`config.mk`:
```
export PLATFORM = sky130hd
export DESIGN_NAME = sc_fifo
export DESIGN_NICKNAME = d
export VERILOG_FILES = /design/src/rtl/stream_checker_pkg.sv /design/src/rtl/sc_fifo.sv
export SDC_FILE = /design/constraint.sdc
export NUM_CORES = 1
export LEC_CHECK = 0
export BUFFER_PORTS_ARGS = -buffer_cell sky130_fd_sc_hd__buf_2
export CAP_MARGIN = 20
export CORE_UTILIZATION = 58
export CTS_CLUSTER_SIZE = 8
export DETAILED_ROUTE_END_ITERATION = 10
export PLACE_DENSITY = 0.83
export SYNTH_ARGS = -nofsm -noshare
export SYNTH_HDL_FRONTEND = slang
export SYNTH_SLANG_ARGS = --single-unit
```
`constraint.sdc`:
```
create_clock -name CLK -period 3.85 [get_ports CLK]
set_clock_uncertainty 0.2 [all_clocks]
set_input_delay 0 -clock CLK [delete_from_list [all_inputs] [get_ports CLK]]
set_output_delay 0 -clock CLK [all_outputs]
set_load 0.01 [all_outputs]
```
`src/rtl/stream_checker_pkg.sv`:
```
// stream_checker_pkg: checker FSM state type, MISR polynomial table and pointer-width helper
package stream_checker_pkg;

    typedef enum logic [1:0] {ST_IDLE, ST_RUN, ST_DONE} sc_state_e;

    function automatic int clog2(input int v);
        int r;
        r = 0;
        while ((1 << r) < v) r++;
        return r;
    endfunction

    // Galois right-shift taps; unknown widths fall back to x^NB + x + 1 style taps
    function automatic logic [31:0] misr_poly(input int nb);
        return nb == 8  ? 32'h0000_00B8 :
               nb == 10 ? 32'h0000_0240 :
               nb == 16 ? 32'h0000_B400 :
                          (32'd1 << (nb - 1)) | 32'd1;
    endfunction

endpackage

```
`src/rtl/sc_fifo.sv`:
```
// sc_fifo: show-ahead expected-sample FIFO with wrap-bit pointers and synchronous clear
module sc_fifo
    import stream_checker_pkg::*;
#(
    parameter int NB    = 10,
    parameter int DEPTH = 16
) (
    input  logic          CLK,
    input  logic          RST_n,
    input  logic          clr_i,
    input  logic          push_i,
    input  logic          pop_i,
    input  logic [NB-1:0] wdata_i,
    output logic [NB-1:0] rdata_o,
    output logic          full_o,
    output logic          empty_o
);
    localparam int AW = clog2(DEPTH);

    logic [AW:0]   wr_q, rd_q;
    logic [NB-1:0] mem_q [DEPTH];

    assign empty_o = wr_q == rd_q;
    assign full_o  = wr_q[AW-1:0] == rd_q[AW-1:0] && wr_q[AW] != rd_q[AW];
    assign rdata_o = mem_q[rd_q[AW-1:0]];

    always_ff @(posedge CLK or negedge RST_n) begin
        if (!RST_n) begin
            wr_q <= '0;
            rd_q <= '0;
        end else if (clr_i) begin
            wr_q <= '0;
            rd_q <= '0;
        end else begin
            if (push_i) wr_q <= wr_q + 1'b1;
            if (pop_i) rd_q <= rd_q + 1'b1;
        end
    end

    always_ff @(posedge CLK) begin
        if (push_i && !clr_i) mem_q[wr_q[AW-1:0]] <= wdata_i;
    end

endmodule

```
After elaboration in Yosys (flattened, before gate mapping)
Memory sizes are Yosys's and may differ from the RTL's.
Index checks and enable logic that the tools add are counted.
{"block": "classes", "add_sub_neg": 2, "n_reduce_logical": 5, "muxes": 6, "eq_ne": 3}
{"cell": "$mux 5", "count": 4}
{"cell": "$add 5x1->5 const B", "count": 2}
{"cell": "$eq 5x5->1", "count": 1}
{"cell": "$eq 4x4->1", "count": 1}
{"cell": "$reduce_bool 2->1", "count": 2}
{"cell": "$logic_and 1x1->1", "count": 2}
{"cell": "$mux 1", "count": 2}
{"cell": "$logic_not 1->1", "count": 1}
{"cell": "$ne 1x1->1", "count": 1}
{"block": "totals", "inputBits": 15, "elab_cells": 19, "n_memories": 1, "output_inout_bits": 12, "reg_bits": 10, "ram_bits": 160}
{"memory": "mem_q", "depth": 16, "word_bits": 10, "rd": 1, "rd_ports_with_merged_regs": 0, "wr": 1, "line_no": "sc_fifo.sv:21", "text": "logic [NB-1:0] mem_q [DEPTH];"}

Longest topological paths before layout
Gate-level depths: netlist of run 1.
{"block": "logic_depth", "word_depth": 4, "mapped_depth": 6, "ltp_nobuf": 4}

Worst setup path before layout of run 1
OpenSTA, ideal clock, no wires.
{"block": "synth_path", "path_kind": "reg-to-reg", "start": "register wr_q[0]", "end": "memory mem_q[0][0] (enable)", "setup_time_ns": 0.376, "period_less_slack_ns": 2.175, "arrival_ns": 1.599, "n_path_buf": 0, "path_stages_with_launch": 5, "slack_ns": 1.675, "required_ns": 3.274, "cell_sequence": "dfrtp_1 -> inv_1 -> ha_1 -> or3b_2 -> nor2_1"}
{"item": "start, declared", "line_no": "sc_fifo.sv:20", "text": "logic [AW:0] wr_q, rd_q;"}
{"item": "start signal, assigned", "line_no": "sc_fifo.sv:35", "text": "if (push_i) wr_q <= wr_q + 1'b1;"}
{"item": "end, declared", "line_no": "sc_fifo.sv:21"}
Straight into the memory's write port.

Worst setup path after layout of run 1
{"block": "layout_path", "start": "register rd_q[0]", "end": "output rdata_o[7]"}
{"block": "layout_between", "elab_chain_cells": 1}
{"item": "start, declared", "line_no": "sc_fifo.sv:20"}
{"item": "start signal, assigned", "line_no": "sc_fifo.sv:36", "text": "if (pop_i) rd_q <= rd_q + 1'b1;"}
{"item": "$mem_v2 16x10"}
{"item": "end, declared", "line_no": "sc_fifo.sv:14", "text": "output logic [NB-1:0] rdata_o,"}
Every way passes these cells.

==> results.txt, run 1 <==
The run finished with clean final reports. The clock net sink count was 170; the total I/O pin count was 27. The cell count after synthesis came out at 354. Sum of routed wire length over all layers: 14.8 mm. The first global-routing pass estimated 22.6 mm of wire. Summing every instance area after synthesis gives 6820 µm².

In this run the remaining antenna-violating nets after routing total 0. The top flip-flop cell by instance count after synthesis was sky130_fd_sc_hd__edfxtp_1. Traced cell by cell, the critical path runs through buf_4 -> mux4_2 -> a32oi_1 -> o21ai_1 -> buf_2. Setup violations remaining at the end of the flow were counted as 0. For this design the static power due to leakage is 2.55 nW. The tools report the antenna diode count as 0. The share of cells above drive strength 1 was 25.4%. The area added between synthesis and finish is 15.7%. The routability congestion estimate from global placement is 0.849.

The worst setup path is captured at a primary output. For the worst-skew pair, the clock arrives at the later sink with an insertion delay of 0.41 ns. The initial utilization of the core area, before any placement, comes to 59.7%. The first detailed-routing pass ran for 5 iterations.

Dividing the detail-routed wire length by the instance count gives 25.9 µm. The nature of the critical path startpoint is a flop. The slowest stage of the critical path belongs to the cell sky130_fd_sc_hd__dfrtp_2.

Share of flip-flops with an asynchronous set or reset after synthesis: 5.88%. The total count of max-transition violations in the final report was 0; the data required time at the worst endpoint was 3.65 ns. The final period demand of the worst path came out at 3.00 ns. The number of buffers between clock root and the deepest sink was 2.

The worst stage delay on the critical path was 0.90 ns. The total overflow left after global routing is 0. After routing, the total negative slack on setup checks comes to 0 ns.

Headroom to the max-slew limit came out at 29.2%. The first routing iteration left 361 violations. Setup repair after global routing left no endpoint under its margin.

The total area inside the core boundary comes to 11400 µm². The H-tree generated during clock tree synthesis spans 4 levels. The detailed router put a total of 5.50 mm of wire on met1.

The pin count of the biggest net entering global routing is 26. The tools report the worst endpoint data arrival time as 2.80 ns. Row generation in the floorplan step produced 39 rows.

The logs give 12200 µm² for the die area and 569 for the post-layout instance count excluding filler cells. Clock-pin slew was measured on the worst setup and hold paths at 0.06 ns. Wire segments on met2 add up to 7.39 mm in the final route. Counting flops with a built-in enable in the synthesized netlist gives 160. The logs give 704 for the filler cell count and 374 for the synthesized net count. During placement, the flow inserted port buffers numbering 26.

Power comes to 3.98 mW. The distinct cell type count of the synthesized netlist is 28. The number of antenna violations at the first check in global routing is 0. The average cell area after synthesis is 19.3 µm². The most common cell after layout, fill and taps aside is sky130_fd_sc_hd__edfxtp_1. In this run the post-CTS setup repair buffer count came out at 0. In the layout the commonest cells are 160 x sky130_fd_sc_hd__edfxtp_1, 32 x sky130_fd_sc_hd__mux2i_1, 29 x sky130_fd_sc_hd__mux4_2. Transition time of the tightest slew-check pin: 1.06 ns. TritonCTS built the clock tree. Routed via count divided by cell count: 6.39. The HPWL after detailed placement is 9.03 mm.

The final net count was 433. The area used by multi-input combinational logic is 1620 µm², and the highest attainable clock frequency is 334 MHz. The power density over the cells is 505 nW/µm². After synthesis the netlist holds a flip-flop and latch count of 170. The met3 wirelength from detailed routing is 1.47 mm. CTS placed an instance of sky130_fd_sc_hd__clkbuf_16 at the clock tree root. Across all setup checks in the final design, the least slack found is 0.854 ns. The count of endpoints failing hold in the final timing report is 0, and the number of placed cells counting well taps is 521.

For this run, design rule violations remaining after detail routing come to 0. The path class of the tightest hold or removal check is in -> reg. Counting the buffers created by CTS gives 17. The tools report the count of max-cap constraint violations as 0.

Height of the die: 110 µm. The worst-path maximum fanout is 25, and the sequential standard cell area is 5060 µm². The worst path uses 77.8% of the clock period.

The setup path with the least slack is of type reg -> out. The share of synthesized area occupied by flip-flops and latches was 74.1%. Global routing consumed, over all layers together, 25.9% of the routing resources.

The run gives 0 as the total of warnings raised by yosys. The worst setup slack after placement was 1.23 ns; the via count was 3638. The tools report the via count of the first global-routing pass as 3694.

The die extent in x is 110 µm. The highest routed metal layer was met4. IR analysis of the VDD net gives a maximum drop of 0.428 mV.
[metal layers]
metal / global-route usage [%] / vias up
li1: - / 1553
met1: 35.5 / 1794
met2: 40.2 / 254
met3: 6.64 / 37
met4: 10.8 / 0
met5: 0 / -
[cells by family (layout without fill, tap and decap cells)]
group,Yosys count,after routing,synth area share (%)
flops,170,170,74.1
mux,62,62,14.7
simple gates,50,50,3.43
compound gates,30,30,3.12
buf+inv,24,96,2.11
xor+xnor,13,13,1.67
fa+ha+maj,5,5,0.917
[critical path, delay by kind of cell, from the launching register on]
kind	cells	cell delay, ns
buffers and inverters	2	0.57
DFF	1	0.90
muxes	1	0.54
AOI/OAI and AO/OA	2	0.37
[through the flow]
| stage | instance area (µm²) | utilization [%] | hold WS [ns] |
|---|---|---|---|
| floorplan | 6820 | - | -0.496 |
| finish | 7890 | 69.1 | 0.301 |
| CTS | 7890 | 69.1 | 0.278 |
| global route | 7890 | 69.1 | 0.328 |
| detailed placement | 7160 | 62.7 | -0.323 |
| global placement | 7110 | 62.3 | -0.329 |
[power breakdown]
| part | total (mW) | switching [mW] | internal [mW] |
|---|---|---|---|
| clock network | 1.66 | 0.697 | 0.959 |
| logic | 0.258 | 0.134 | 0.123 |
| registers | 2.07 | 0.0306 | 2.04 |
[Yosys cell counts (8+ instances only)]
master                     number  area [µm²]
sky130_fd_sc_hd__nor2_1        22        82.6
sky130_fd_sc_hd__xnor2_1        8        70.1
sky130_fd_sc_hd__edfxtp_1     160        4800
sky130_fd_sc_hd__o21ai_1       10        50.1
sky130_fd_sc_hd__mux4_2        29         653
sky130_fd_sc_hd__mux2i_1       32         320
sky130_fd_sc_hd__dfrtp_1       10         250
sky130_fd_sc_hd__a22oi_1       10        75.1
sky130_fd_sc_hd__a32oi_1       10        87.6
[registers in the layout, summed over array words and instances (netlist names)]
name,cells
mem_q,160
rd_q,5
wr_q,5
[area by class of cell]
class,instances,area share [%]
sequential,170,64.1
multi-input combinational,160,20.6
timing repair buffer,61,5.67
clock buffer,18,5.44
tap,143,2.27
clock inverter,14,1.85
inverter,3,0.143
[path summary, 6_finish.rpt]
check	from	endpoint	slack, ns	cells past startpoint
hold / removal	pop_i	rd_q[1]$_DFFE_PN0P_	0.30	4
setup / recovery	rd_q[0]$_DFFE_PN0P_	rdata_o[7]	0.85	5
min in group asynchronous	RST_n	wr_q[3]$_DFFE_PN0P_	0.40	3
hold reg to reg	wr_q[4]$_DFFE_PN0P_	wr_q[4]$_DFFE_PN0P_	0.36	2
setup reg to reg	wr_q[0]$_DFFE_PN0P_	mem_q[0][9]$_DFFE_PP_	1.25	4
max in group asynchronous	RST_n	rd_q[0]$_DFFE_PN0P_	2.70	3
[what timing repair did]
item / CTS / global route
endpoints found under the hold margin: 192 / 0
hold buffers: 16 / 0
gates resized for setup: 0 / 0
Power figures use the tool's default switching activity.
==> run 2: changes to the inputs <==
CORE_UTILIZATION = 55   (was 58)
PLACE_DENSITY = 0.82   (was 0.83)
clock period = 2.6 ns   (was 3.85 ns; I/O delays follow)
==> results.txt, run 2 (same netlist as run 1, synthesis figures left out) <==
The startpoint-to-endpoint class of the critical path is reg -> out. Number of flip-flops under the largest register name: 160. The final layout contains routed wiring with a total length of 14.0 mm.

The tools report the final net count as 440. Counting along the longest clock path gives a buffer depth of 2. The maximum vdd drop is 0.411 mV, and the worst stage delay on the critical path is 0.56 ns. The cell leakage power came out at 2.56 nW. TritonCTS built the clock tree.

Total half-perimeter wirelength after legalization and detailed placement: 8.48 mm. Clock tree synthesis inserted a total of 17 buffers. The tool flagged a number of max-cap violations equal to 0. The routability congestion estimate from global placement was 0.787. Die extent in x: 113 µm. In the final layout, the share of cells above drive strength 1 is 25.9%. The run gives 12900 µm² as the die area. After clock tree synthesis, the clock-pin slew on the worst setup and hold paths is 0.06 ns. During I/O placement, the number of pins put on the boundary was 27. Summed over all layers, the global routing overflow is 0.

Counting I/O delays and the setup requirement, the final critical path takes 2.46 ns. The count of endpoints failing hold in the final timing report came out at 0. The via count is 3569, and the power density over the cells is 724 nW/µm². The transition time of the tightest slew-check pin works out to 0.488 ns.

The tools report the filler cell count as 781. The critical path crosses 5 cells after its start point. The tools report the worst setup slack after placement as 0.528 ns. The library cell used most frequently in the layout, excluding fill and tap cells, is sky130_fd_sc_hd__edfxtp_1. Counting both buffers and inverters, the worst setup path holds a total of 2. The via count of the first global-routing pass was 3685.

The height of the die was 113 µm. The class of the tightest hold or removal check was in -> reg. In this run the standard cell core region covers 12100 µm². The detailed-routing iteration count for the pre-antenna-repair pass came out at 5.

The pin count of the biggest net entering global routing is 35, and the highest attainable clock frequency is 406 MHz. The first global-routing pass estimated 20.9 mm of wire. Setup total negative slack on the finished layout was measured at 0 ns. The run finished with clean final reports. The slowest stage of the critical path is the sky130_fd_sc_hd__mux4_2 cell. Setup repair after global routing left no endpoint under its margin. The count of input and output buffers was 26. The combined global-route utilization of all metal layers was 24.0%. The kind of cell with the highest combined delay along the critical path is multiplexers. Walking the worst path, the cells encountered are buf_4 -> mux4_2 -> mux2i_1 -> o21ai_1 -> buf_2.

Of the available clock period, the critical path in the final layout requires 94.6%. The worst-case hold slack was 0.253 ns; the number of instances on the worst hold path was 4. The routed via count divided by cell count was 5.94; the total count of max-transition violations in the final report was 0. Setup violations remaining at the end of the flow were counted as 0.

The final worst slack was 0.140 ns; the final antenna-violating net count was 0. The first routing iteration left 360 violations. The tools report the remaining design rule violation count as 0.

The clock drives 170 sinks. In the final routed layout, each cell accounts on average for 23.2 µm. From synthesis to final layout, the design area changed by 16.7%. The repair_antennas step left the layout with diodes totalling 0.

The endpoint class of the critical path is a primary output. The library cells used most frequently in the layout, excluding fill and tap cells, are 160 x sky130_fd_sc_hd__edfxtp_1, 32 x sky130_fd_sc_hd__mux2i_1, 29 x sky130_fd_sc_hd__mux4_2. STA classifies the critical path startpoint as a flop. The clock tree synthesis step divided the H-tree into 4 levels. Worst endpoint data arrival time: 2.26 ns. In this run the core area contains 40 standard-cell rows. Clock latency on the worst-skew pair, taken at its later pin, is 0.43 ns. The number of antenna violations at the first check in global routing is 0.

For the worst setup path, the data required time is 2.40 ns. The cell chosen for the clock root was sky130_fd_sc_hd__clkbuf_16. For the worst flop-to-flop path, the logic depth is 5. The initial utilization of the core area, before any placement, comes to 56.6%.

Headroom to the max-slew limit came out at 67.5%. Of all nets on the critical path, the largest fanout is 10.
-- run 2: cell types whose count changed in the layout (fill, tap and decap cells not counted), sizes merged --
cell      previous run  this run
buf                 45        52
clkbuf              18        22
clkinv               7         4
clkinvlp             2         4
inv                  6         4
bufinv               2         1
-- run 2: report_power, final --
part	leakage (nW)	internal (mW)	total, mW	switching, mW
Clock	0.251	1.32	2.30	0.986
Combinational	0.737	0.195	0.415	0.220
Sequential	1.58	3.02	3.04	0.0208
-- run 2: final timing paths --
kind	start	slack [ns]	end
max in group asynchronous	RST_n	1.46	rd_q[0]$_DFFE_PN0P_
hold reg to reg	wr_q[4]$_DFFE_PN0P_	0.37	wr_q[4]$_DFFE_PN0P_
setup reg to reg	wr_q[0]$_DFFE_PN0P_	0.52	mem_q[8][9]$_DFFE_PP_
min in group asynchronous	RST_n	0.38	wr_q[0]$_DFFE_PN0P_
hold / removal	pop_i	0.25	rd_q[1]$_DFFE_PN0P_
setup / recovery	rd_q[0]$_DFFE_PN0P_	0.14	rdata_o[8]
-- run 2: worst register-to-register path, cell delays in order, from the launching register on --
cell and delay [ns]:
sky130_fd_sc_hd__dfrtp_1 0.46, sky130_fd_sc_hd__inv_1 0.11, sky130_fd_sc_hd__ha_1 0.17, sky130_fd_sc_hd__or3b_2 0.47
sky130_fd_sc_hd__nor2_1 0.14, sky130_fd_sc_hd__buf_4 0.23
-- run 2: per-stage QoR --
step	instances	area, µm²	utilization, %	total power [mW]
after floorplan	354	6820	-	3.36
after global placement	553	7250	60.1	3.48
after detailed placement	553	7250	60.1	3.49
after CTS	601	7950	65.9	5.79
after global routing	601	7960	66.0	5.93
final	601	7960	66.0	5.76
-- run 2: repair_timing --
action	CTS	global route
hold buffers	16	0
resized for setup	0	2
endpoints found under the hold margin	180	0
setup endpoints to repair	0	2
buffers inserted	0	0
-- run 2: final cells by class --
cell class                 instances  area (µm²)  area share [%]
inverter                           3        11.3           0.141
tap                              168         210            2.64
timing repair buffer              68         510            6.41
sequential                       170        5060            63.6
clock inverter                    10        96.3            1.21
clock buffer                      22         444            5.58
multi-input combinational        160        1630            20.4
-- run 2: routing by layer --
metal / wire [µm] / global-route usage, % / vias up / share of wire [%]
met5: 0 / 0 / - / 0
met3: 1090 / 7.71 / 37 / 7.8
met4: 488 / 12.3 / 0 / 3.5
met1: 5450 / 29.7 / 1826 / 39
li1: - / - / 1561 / -
met2: 6920 / 38.2 / 145 / 50
